$ cat config.mk
export PLATFORM = sky130hd
export DESIGN_NAME = s3_block_accumulator
export DESIGN_NICKNAME = d
export VERILOG_FILES = /design/src/rtl/pipeline_pkg.sv /design/src/rtl/s3_sync_fifo.sv /design/src/rtl/s3_block_accumulator.sv
export SDC_FILE = /design/constraint.sdc
export NUM_CORES = 1
export LEC_CHECK = 0
export BUFFER_PORTS_ARGS = -buffer_cell sky130_fd_sc_hd__buf_2
export CORE_ASPECT_RATIO = 2
export CORE_UTILIZATION = 57
export DETAILED_ROUTE_END_ITERATION = 7
export HOLD_SLACK_MARGIN = 0.15
export PLACE_DENSITY = 0.77
export RECOVER_POWER = 100
export SLEW_MARGIN = 10
export SYNTH_ARGS = -nofsm -noshare
export SYNTH_HDL_FRONTEND = slang
export SYNTH_SLANG_ARGS = --single-unit
$ cat constraint.sdc
create_clock -name fast_clk -period 9.2 [get_ports fast_clk]
set_clock_uncertainty 0.1 [all_clocks]
set_input_delay 1.38 -clock fast_clk [delete_from_list [all_inputs] [get_ports fast_clk]]
set_output_delay 1.38 -clock fast_clk [all_outputs]
set_load 0.03 [all_outputs]
$ cat src/rtl/pipeline_pkg.sv
// ---------------------------------------------------------------------------
// pipeline_pkg
// Shared definitions for the fast_clk pipeline stages.
//   - s3_state_e  : stage-3 block accumulator FSM states (ACCUM / EMIT)
//   - S3_DATA_W   : default width of a stage-2 result sample
//   - S3_ACC_W    : default accumulator / block-sum width
//   - s2_sample_t : one stage-2 result sample at the default width
// ---------------------------------------------------------------------------
package pipeline_pkg;

    localparam int unsigned S3_DATA_W = 32'd8;
    localparam int unsigned S3_ACC_W  = 32'd16;

    typedef enum logic [0:0] {
        ST_ACCUM = 1'b0,
        ST_EMIT  = 1'b1
    } s3_state_e;

    typedef logic [S3_DATA_W-1:0] s2_sample_t;

endpackage : pipeline_pkg

$ cat src/rtl/s3_sync_fifo.sv
// ---------------------------------------------------------------------------
// s3_sync_fifo
// Single-clock FIFO buffering stage-2 results ahead of the block accumulator.
// Read data is the registered head entry, so a word written at one edge is
// visible to the reader only after that edge (never popped in the same cycle
// it was pushed into an empty FIFO).
//
// Ports:
//   clk      in   clock, all updates on rising edge
//   rst      in   synchronous active-high reset (pointers and level cleared)
//   push     in   write request; ignored while full
//   wr_data  in   DATA_W  word to write
//   pop      in   read request; ignored while empty
//   rd_data  out  DATA_W  head entry
//   full     out  level == DEPTH
//   empty    out  level == 0
//   level    out  clog2(DEPTH)+1  current occupancy
// ---------------------------------------------------------------------------
module s3_sync_fifo #(
    parameter int unsigned DATA_W = 32'd8,
    parameter int unsigned DEPTH  = 32'd4
) (
    input  logic                       clk,
    input  logic                       rst,
    input  logic                       push,
    input  logic [DATA_W-1:0]          wr_data,
    input  logic                       pop,
    output logic [DATA_W-1:0]          rd_data,
    output logic                       full,
    output logic                       empty,
    output logic [$clog2(DEPTH):0]     level
);

    localparam int unsigned AW    = $clog2(DEPTH);
    localparam int unsigned LVL_W = AW + 32'd1;

    logic [DATA_W-1:0] mem_q [DEPTH];
    logic [AW-1:0]     wr_ptr_q, wr_ptr_d;
    logic [AW-1:0]     rd_ptr_q, rd_ptr_d;
    logic [LVL_W-1:0]  level_q,  level_d;
    logic              push_ok_s;
    logic              pop_ok_s;

    assign full    = (level_q == LVL_W'(DEPTH));
    assign empty   = (level_q == {LVL_W{1'b0}});
    assign level   = level_q;
    assign rd_data = mem_q[rd_ptr_q];

    // Qualify requests against the registered full/empty flags.
    always_comb begin
        push_ok_s = push & ~full;
        pop_ok_s  = pop & ~empty;
    end

    // Next pointers and occupancy; DEPTH is a power of two so pointers wrap naturally.
    always_comb begin
        wr_ptr_d = wr_ptr_q;
        rd_ptr_d = rd_ptr_q;
        level_d  = level_q;
        if (push_ok_s) begin
            wr_ptr_d = wr_ptr_q + AW'(1'b1);
        end else begin
            wr_ptr_d = wr_ptr_q;
        end
        if (pop_ok_s) begin
            rd_ptr_d = rd_ptr_q + AW'(1'b1);
        end else begin
            rd_ptr_d = rd_ptr_q;
        end
        case ({push_ok_s, pop_ok_s})
            2'b10:   level_d = level_q + LVL_W'(1'b1);
            2'b01:   level_d = level_q - LVL_W'(1'b1);
            default: level_d = level_q;
        endcase
    end

    // Pointer and occupancy registers.
    always_ff @(posedge clk) begin
        if (rst) begin
            wr_ptr_q <= {AW{1'b0}};
            rd_ptr_q <= {AW{1'b0}};
            level_q  <= {LVL_W{1'b0}};
        end else begin
            wr_ptr_q <= wr_ptr_d;
            rd_ptr_q <= rd_ptr_d;
            level_q  <= level_d;
        end
    end

    // Storage array; contents are don't-care while the level says empty.
    always_ff @(posedge clk) begin
        if (push_ok_s) begin
            mem_q[wr_ptr_q] <= wr_data;
        end
    end

endmodule : s3_sync_fifo

$ cat src/rtl/s3_block_accumulator.sv
// ---------------------------------------------------------------------------
// s3_block_accumulator
// Stage 3 of the fast_clk pipeline. Buffers stage-2 result samples in a small
// FIFO, sums every BLOCK_LEN samples and presents each block sum on a
// valid/ready output port.
//
// Build option:
//   S3_SATURATE_EN  defined   -> accumulation saturates at 2^ACC_W-1
//                   undefined -> accumulation wraps modulo 2^ACC_W
//
// Ports:
//   fast_clk    in   sole clock
//   rst         in   synchronous active-high reset
//   in_valid    in   stage-2 result valid
//   in_data     in   DATA_W  stage-2 result value
//   in_ready    out  FIFO can accept a sample (not full; no same-cycle pop look-ahead)
//   out_valid   out  block sum available (registered)
//   out_data    out  ACC_W  block sum (registered, stable while out_valid)
//   out_ready   in   downstream accepts the block sum
//   blk_count   out  8  emitted block count, wraps 255 -> 0
//   fifo_level  out  clog2(DEPTH)+1  current FIFO occupancy
// ---------------------------------------------------------------------------
module s3_block_accumulator
    import pipeline_pkg::*;
#(
    parameter int unsigned DATA_W    = S3_DATA_W,
    parameter int unsigned DEPTH     = 32'd4,
    parameter int unsigned BLOCK_LEN = 32'd4,
    parameter int unsigned ACC_W     = S3_ACC_W
) (
    input  logic                       fast_clk,
    input  logic                       rst,
    input  logic                       in_valid,
    input  logic [DATA_W-1:0]          in_data,
    output logic                       in_ready,
    output logic                       out_valid,
    output logic [ACC_W-1:0]           out_data,
    input  logic                       out_ready,
    output logic [7:0]                 blk_count,
    output logic [$clog2(DEPTH):0]     fifo_level
);

    localparam int unsigned CNT_W = $clog2(BLOCK_LEN + 32'd1);

    s3_state_e          state_q,     state_d;
    logic [ACC_W-1:0]   acc_q,       acc_d;
    logic [CNT_W-1:0]   cnt_q,       cnt_d;
    logic               out_valid_q, out_valid_d;
    logic [ACC_W-1:0]   out_data_q,  out_data_d;
    logic [7:0]         blk_count_q, blk_count_d;

    logic               pop_s;
    logic [ACC_W-1:0]   sum_s;
    logic [DATA_W-1:0]  head_s;
    logic               fifo_full_s;
    logic               fifo_empty_s;

    // Add one zero-extended sample into the running sum.
    function automatic logic [ACC_W-1:0] acc_add(input logic [ACC_W-1:0] a,
                                                 input logic [ACC_W-1:0] b);
`ifdef S3_SATURATE_EN
        logic [ACC_W:0] wide;
        wide = {1'b0, a} + {1'b0, b};
        if (wide[ACC_W]) begin
            return {ACC_W{1'b1}};
        end else begin
            return wide[ACC_W-1:0];
        end
`else
        return a + b;
`endif
    endfunction

    s3_sync_fifo #(
        .DATA_W (DATA_W),
        .DEPTH  (DEPTH)
    ) u_fifo (
        .clk     (fast_clk),
        .rst     (rst),
        .push    (in_valid),
        .wr_data (in_data),
        .pop     (pop_s),
        .rd_data (head_s),
        .full    (fifo_full_s),
        .empty   (fifo_empty_s),
        .level   (fifo_level)
    );

    assign in_ready  = ~fifo_full_s;
    assign out_valid = out_valid_q;
    assign out_data  = out_data_q;
    assign blk_count = blk_count_q;

    // FSM next state, accumulator, sample counter and output register.
    always_comb begin
        state_d     = state_q;
        acc_d       = acc_q;
        cnt_d       = cnt_q;
        out_valid_d = out_valid_q;
        out_data_d  = out_data_q;
        blk_count_d = blk_count_q;
        pop_s       = 1'b0;
        sum_s       = acc_add(acc_q, ACC_W'(head_s));
        case (state_q)
            ST_ACCUM: begin
                if (!fifo_empty_s) begin
                    pop_s = 1'b1;
                    acc_d = sum_s;
                    cnt_d = cnt_q + CNT_W'(1'b1);
                    if (cnt_q == CNT_W'(BLOCK_LEN - 32'd1)) begin
                        // Final sample of the block: the sum including the head
                        // goes straight into the output register.
                        state_d     = ST_EMIT;
                        out_data_d  = sum_s;
                        out_valid_d = 1'b1;
                    end else begin
                        state_d = ST_ACCUM;
                    end
                end else begin
                    state_d = ST_ACCUM;
                end
            end
            ST_EMIT: begin
                if (out_ready) begin
                    state_d     = ST_ACCUM;
                    out_valid_d = 1'b0;
                    acc_d       = {ACC_W{1'b0}};
                    cnt_d       = {CNT_W{1'b0}};
                    blk_count_d = blk_count_q + 8'd1;
                end else begin
                    state_d = ST_EMIT;
                end
            end
            default: begin
                state_d     = ST_ACCUM;
                out_valid_d = 1'b0;
                acc_d       = {ACC_W{1'b0}};
                cnt_d       = {CNT_W{1'b0}};
            end
        endcase
    end

    // State and datapath registers.
    always_ff @(posedge fast_clk) begin
        if (rst) begin
            state_q     <= ST_ACCUM;
            acc_q       <= {ACC_W{1'b0}};
            cnt_q       <= {CNT_W{1'b0}};
            out_valid_q <= 1'b0;
            out_data_q  <= {ACC_W{1'b0}};
            blk_count_q <= 8'd0;
        end else begin
            state_q     <= state_d;
            acc_q       <= acc_d;
            cnt_q       <= cnt_d;
            out_valid_q <= out_valid_d;
            out_data_q  <= out_data_d;
            blk_count_q <= blk_count_d;
        end
    end

endmodule : s3_block_accumulator

== Word-level counts from Yosys, hierarchy flattened ==
Memories as Yosys holds them, arrays and structs flattened. A register that Yosys moved wholly into a read port is not among the register bits.
Cells that the tools add are included.

* Flip-flop bits (word level): 52
* Bits in latches: 0
* Bits in writable memories: 32
* ROM bits: 0
* Input port bits: 12
* Output and inout bits: 29
* Memories kept: 1

* Add/subtract/negate cells: 7
* Multiply operators: 0
* Divide/modulo/power cells: 0
* Order comparisons: 0
* Equality and inequality tests: 7
* Shifts and indexed selects: 0
* Multiplexer cells: 21
* Bitwise gates (word level): 5
* Reductions and logical operators: 6

{| class="wikitable"
|+ Memory list
! memory !! depth !! width !! read ports !! clocked after Yosys merged registers in !! write ports !! line !! RTL
|-
| u_fifo.mem_q || 4 || 8 || 1 || 1 || 1 || s3_sync_fifo.sv:37 || <nowiki>logic [DATA_W-1:0] mem_q [DEPTH];</nowiki>
|}

{| class="wikitable"
|+ Operator list
! operator !! count
|-
| $mux 16 || 2
|-
| $pmux 16 s2 || 1
|-
| $add 16x8->16 || 1
|-
| $pmux 3 s2 || 2
|-
| $mux 1 || 10
|-
| $add 8x1->8 const B || 1
|-
| $add 3x1->3 const B || 2
|-
| $mux 3 || 2
|-
| $ne 2x2->1 const B || 3
|-
| $reduce_and 3->1 || 2
|-
| $add 2x1->2 const B || 2
|-
| $mux 2 || 2
|-
| $pmux 1 s2 || 2
|-
| $reduce_and 2->1 || 2
|-
| $eq 3x2->1 const B || 1
|-
| $eq 3x3->1 const B || 1
|-
| $logic_not 3->1 || 1
|-
| $not 1->1 || 3
|-
| $sub 3x1->3 const B || 1
|-
| $and 1x1->1 || 2
|-
| $eq 2x1->1 const B || 1
|-
| $eq 2x2->1 const B || 1
|-
| $reduce_bool 2->1 || 1
|}

== Logic depth before layout (Yosys ltp) ==
* Word-level depth: 6
* Mapped depth: 11

== By module ==
From an unflattened synthesis, not the netlist that was laid out.

* Cell total of the unflattened synthesis: 389
* Area total of the unflattened synthesis: 4106.4 µm²

{| class="wikitable"
|+ By module, submodules not included
! module !! instances !! cells each !! area an instance (µm²)
|-
| s3_block_accumulator || 1 || 293 || 2471.1
|-
| s3_sync_fifo || 1 || 96 || 1635.3
|}

== Least setup slack after synthesis ==
OpenSTA, ideal clock, no wires.

* Path kind: register to register
* Start: register with a tool-made name
* End: register acc_q[6]
* Library setup time: 0.079 ns
* Arrival: 2.866 ns
* Required time: 9.021 ns
* Slack: 6.155 ns
* Stages on the path, launching flop included: 9
* Buffers on the path: 1
* Clock period less this slack: 3.045 ns
* Cell sequence: dfxtp_1 > clkbuf_1 > mux4_2 > ha_1 > fa_1 > a211o_1 > a21o_1 > a2111o_1 > o211ai_1

{| class="wikitable"
|+ RTL lines
! element !! line !! RTL
|-
| to (signal assigned) || s3_block_accumulator.sv:147 || <nowiki>acc_q <= {ACC_W{1'b0}};</nowiki>
|-
| to (decl) || s3_block_accumulator.sv:46 || <nowiki>logic [ACC_W-1:0] acc_q, acc_d;</nowiki>
|}

==> run_results.csv <==
group,metric,value,unit
sta,worst_slew_pin_slew,2630,ps
synthesis,synth_top_cell_by_area,"dfxtp_1",
clock_tree,clock_latency,350,ps
critical_path,cp-end-kind,"flop",
synthesis,synthTopCellsByArea,"dfxtp_1 26%, edfxtp_1 23%, ha_1 4.8%, mux4_2 4.3%, nand2_1 3.1%",
sta,timing.fmax,260,MHz
sta,finalSetupTns,0,ps
detailed_routing,drt-total-wl,8.67,mm
critical_path,worstSetupPathType,"in2reg",
finish,num-fill-cells,615,
placed_design,gp_congestion,0.851,
clock_tree,post_cts_buffers,0,
finish,layout.nets,449,
sta,drv_slew,66,
min_path,hold_class,"reg2reg",
floorplan,core_area,6990,sq um
detailed_routing,wl_per_cell,16.9,microns
finish,diodes,0,
run,max_cap_violations,1,
grt,track_usage,24.5,%
pwr,finalPower,1.27,mW
sta,min_period,3840,ps
floorplan,die_width,62.6,microns
critical_path,worstPathArrival,3940,ps
synthesis,syn_area,4190,sq um
placed_design,port_buffers,40,
pwr,share_comb_of_total_power,36.0,%
floorplan,die_h,123,microns
pwr,seq_power_share,37.8,%
detailed_routing,drt_iter0_drc,240,
clock_tree,htree_levels,3,
clock_tree,cts_tree,"done",
grt,grt_pass1_wl,14.3,mm
pwr,internal_power,795,uW
finish,drive_gt1_share,7.08,%
sta,rsz0062_at_grt,"false",
grt,grt_start_max_net_pins,66,
grt,grt_pass1_vias,3127,
finish,syn2layout_area_growth,9.26,%
grt,antenna_found_initial,0,
synthesis,yosys_warnings,0,
synthesis,yosysUniqueCellTypes,60,
run_status,status,"finished with violations",
synthesis,synth-seq-cells,86,
sta,final_hold_viol_count,0,
detailed_routing,detail_route.first_pass.iterations,5,
detailed_routing,via_per_inst,6.16,
synthesis,synth_top_area_share,25.8,%
sta,finalSetupViolations,0,
clock_tree,cts-root-buf,"clkbuf_16",
detailed_routing,num_vias,3165,
clock_tree,cts_resized,0,
synthesis,async_flop_share,0,%
synthesis,syn-num-nets,423,
synthesis,synthCells,393,
pwr,swShare,37.7,%
floorplan,die-area,7710,sq um
synthesis,synth_ff_type,"dfxtp_1",
grt,grt_overflow,0,
clock_tree,path_clk_slew,60,ps
pwr,p_switching,480,uW
critical_path,crit_required,9300,ps
synthesis,synth_area_per_cell,10.7,sq um
clock_tree,postCtsHoldBufs,0,
sta,min_period_over_period,41.8,%
clock_tree,cts_buffers,9,
pwr,peakVddDrop,0.180,mV
synthesis,synth_edf_count,32,
pwr,p_clk_share,26.2,%
pwr,p_per_area,279,nW/um^2
sta,relSlewSlack,-75.6,%
clock_tree,clk_path_buf_depth,2,
run_status,violations,"capacitance limit, slew limit",
floorplan,ios,41,
floorplan,row_count,43,
clock_tree,clkSinkCount,86,
critical_path,worstPathMaxFanout,65,
synthesis,ys_seq_area_share,48.8,%
detailed_routing,drc,0,
placed_design,dp_hpwl,6.10,mm
detailed_routing,antenna_left,0,
floorplan,initial_core_util,59.9,%
pwr,p_leak,1.60,nW
critical_path,start_kind,"input pin",
## per-stage QoR
step	instances	instance area [sq um]	worst slack, ps	hold slack (ps)	util (%)
6_report	514	4580	5360	355	65.4
5_1_grt	514	4580	4990	367	65.4
4_1_cts	514	4630	5780	355	66.2
3_3_place_gp	498	4360	5840	341	62.3
3_5_place_dp	498	4360	5790	346	62.3
2_1_floorplan	393	4190	6150	352	-
## layer usage
layer	vias to the layer above	GRT usage, %	part of all wire (%)
met5	-	0	0
met4	0	14.2	2.2
met3	11	5.26	4.4
met2	81	44.1	55
met1	1531	26.1	38
li1	1542	-	-
## cell usage in the layout, fill, tap and decap left out, drive strengths merged, types with 8 or more instances in the layout
cell / netlist / routed
mux4: 8 / 8
xor2: 11 / 11
nand2: 35 / 35
ha: 16 / 16
dfxtp: 54 / 54
a21oi: 22 / 22
inv: 10 / 13
nor2: 21 / 21
edfxtp: 32 / 32
nand3: 17 / 17
and3: 10 / 10
clkbuf: 13 / 48
## layout make-up
cell class | count | area, sq um | share of cell area [%]
clock buffers | 9 | 225 | 4.92
clock inverters | 7 | 46.3 | 1.01
inverters | 10 | 37.5 | 0.820
multi-input cells | 272 | 1960 | 42.8
flip-flops and latches | 86 | 2040 | 44.6
well taps | 90 | 113 | 2.46
repair buffers | 40 | 151 | 3.31
## power groups by stage
stage	sequential, mW	combinational, mW	clock [mW]
floorplan	0.480	0.379	0
global placement	0.487	0.445	0
detailed placement	0.490	0.456	0
CTS	0.482	0.459	0.338
global route	0.489	0.502	0.354
finish	0.482	0.459	0.334
## kinds of logic after synthesis
group | Yosys count | share of synthesized area, %
AO/OA/AOI/OAI | 92 | 16.0
XOR/XNOR | 14 | 2.93
adder cells (fa/ha/maj) | 18 | 5.74
buffers and inverters | 35 | 4.24
flip-flops | 86 | 48.8
multiplexers | 12 | 5.32
AND/OR/NAND/NOR | 136 | 17.0
## cells in the mapped netlist (all sizes together), types with 3 or more instances
cell type  count
dfxtp         54
nand2         35
edfxtp        32
a21oi         22
nor2          21
nand3         17
ha            16
clkbuf        13
buf           11
xor2          11
and3          10
inv           10
mux4           8
a21o           7
a31oi          7
nand4          7
o2111ai        7
o211ai         7
nand2b         6
nor2b          6
o21ai          6
o31ai          6
or3            6
nor3           5
o311ai         5
a211o          4
a311oi         4
nand3b         4
or4            4
a2111o         3
nand4b         3
nor3b          3
nor4           3
o21a           3
xnor2          3
## final timing paths
path / to / slack, ps / cells after the start / from
min reg2reg: out_data[4] / 360 / 2 / out_data[4]
max reg2reg: out_data[14] / 5490 / 7 / flop
max: acc_q[11] / 5360 / 5 / rst
min: out_data[4] / 360 / 2 / out_data[4]
## flip-flops by register name, summed over array words and instances (netlist names), named ones only
register         cells
state_q              1
u_fifo.rd_ptr_q      2
out_valid            1
blk_count            8
cnt_q                3
out_data            16
acc_q               16
u_fifo.mem_q        32
u_fifo.level         3
u_fifo.wr_ptr_q      2
## worst max-delay path: stages
cell and delay [ps]:
clkbuf_1 1840, nand2b_1 340, nor2b_1 90, a21oi_1 150, o311ai_0 130
Power figures use the tool's default switching activity.
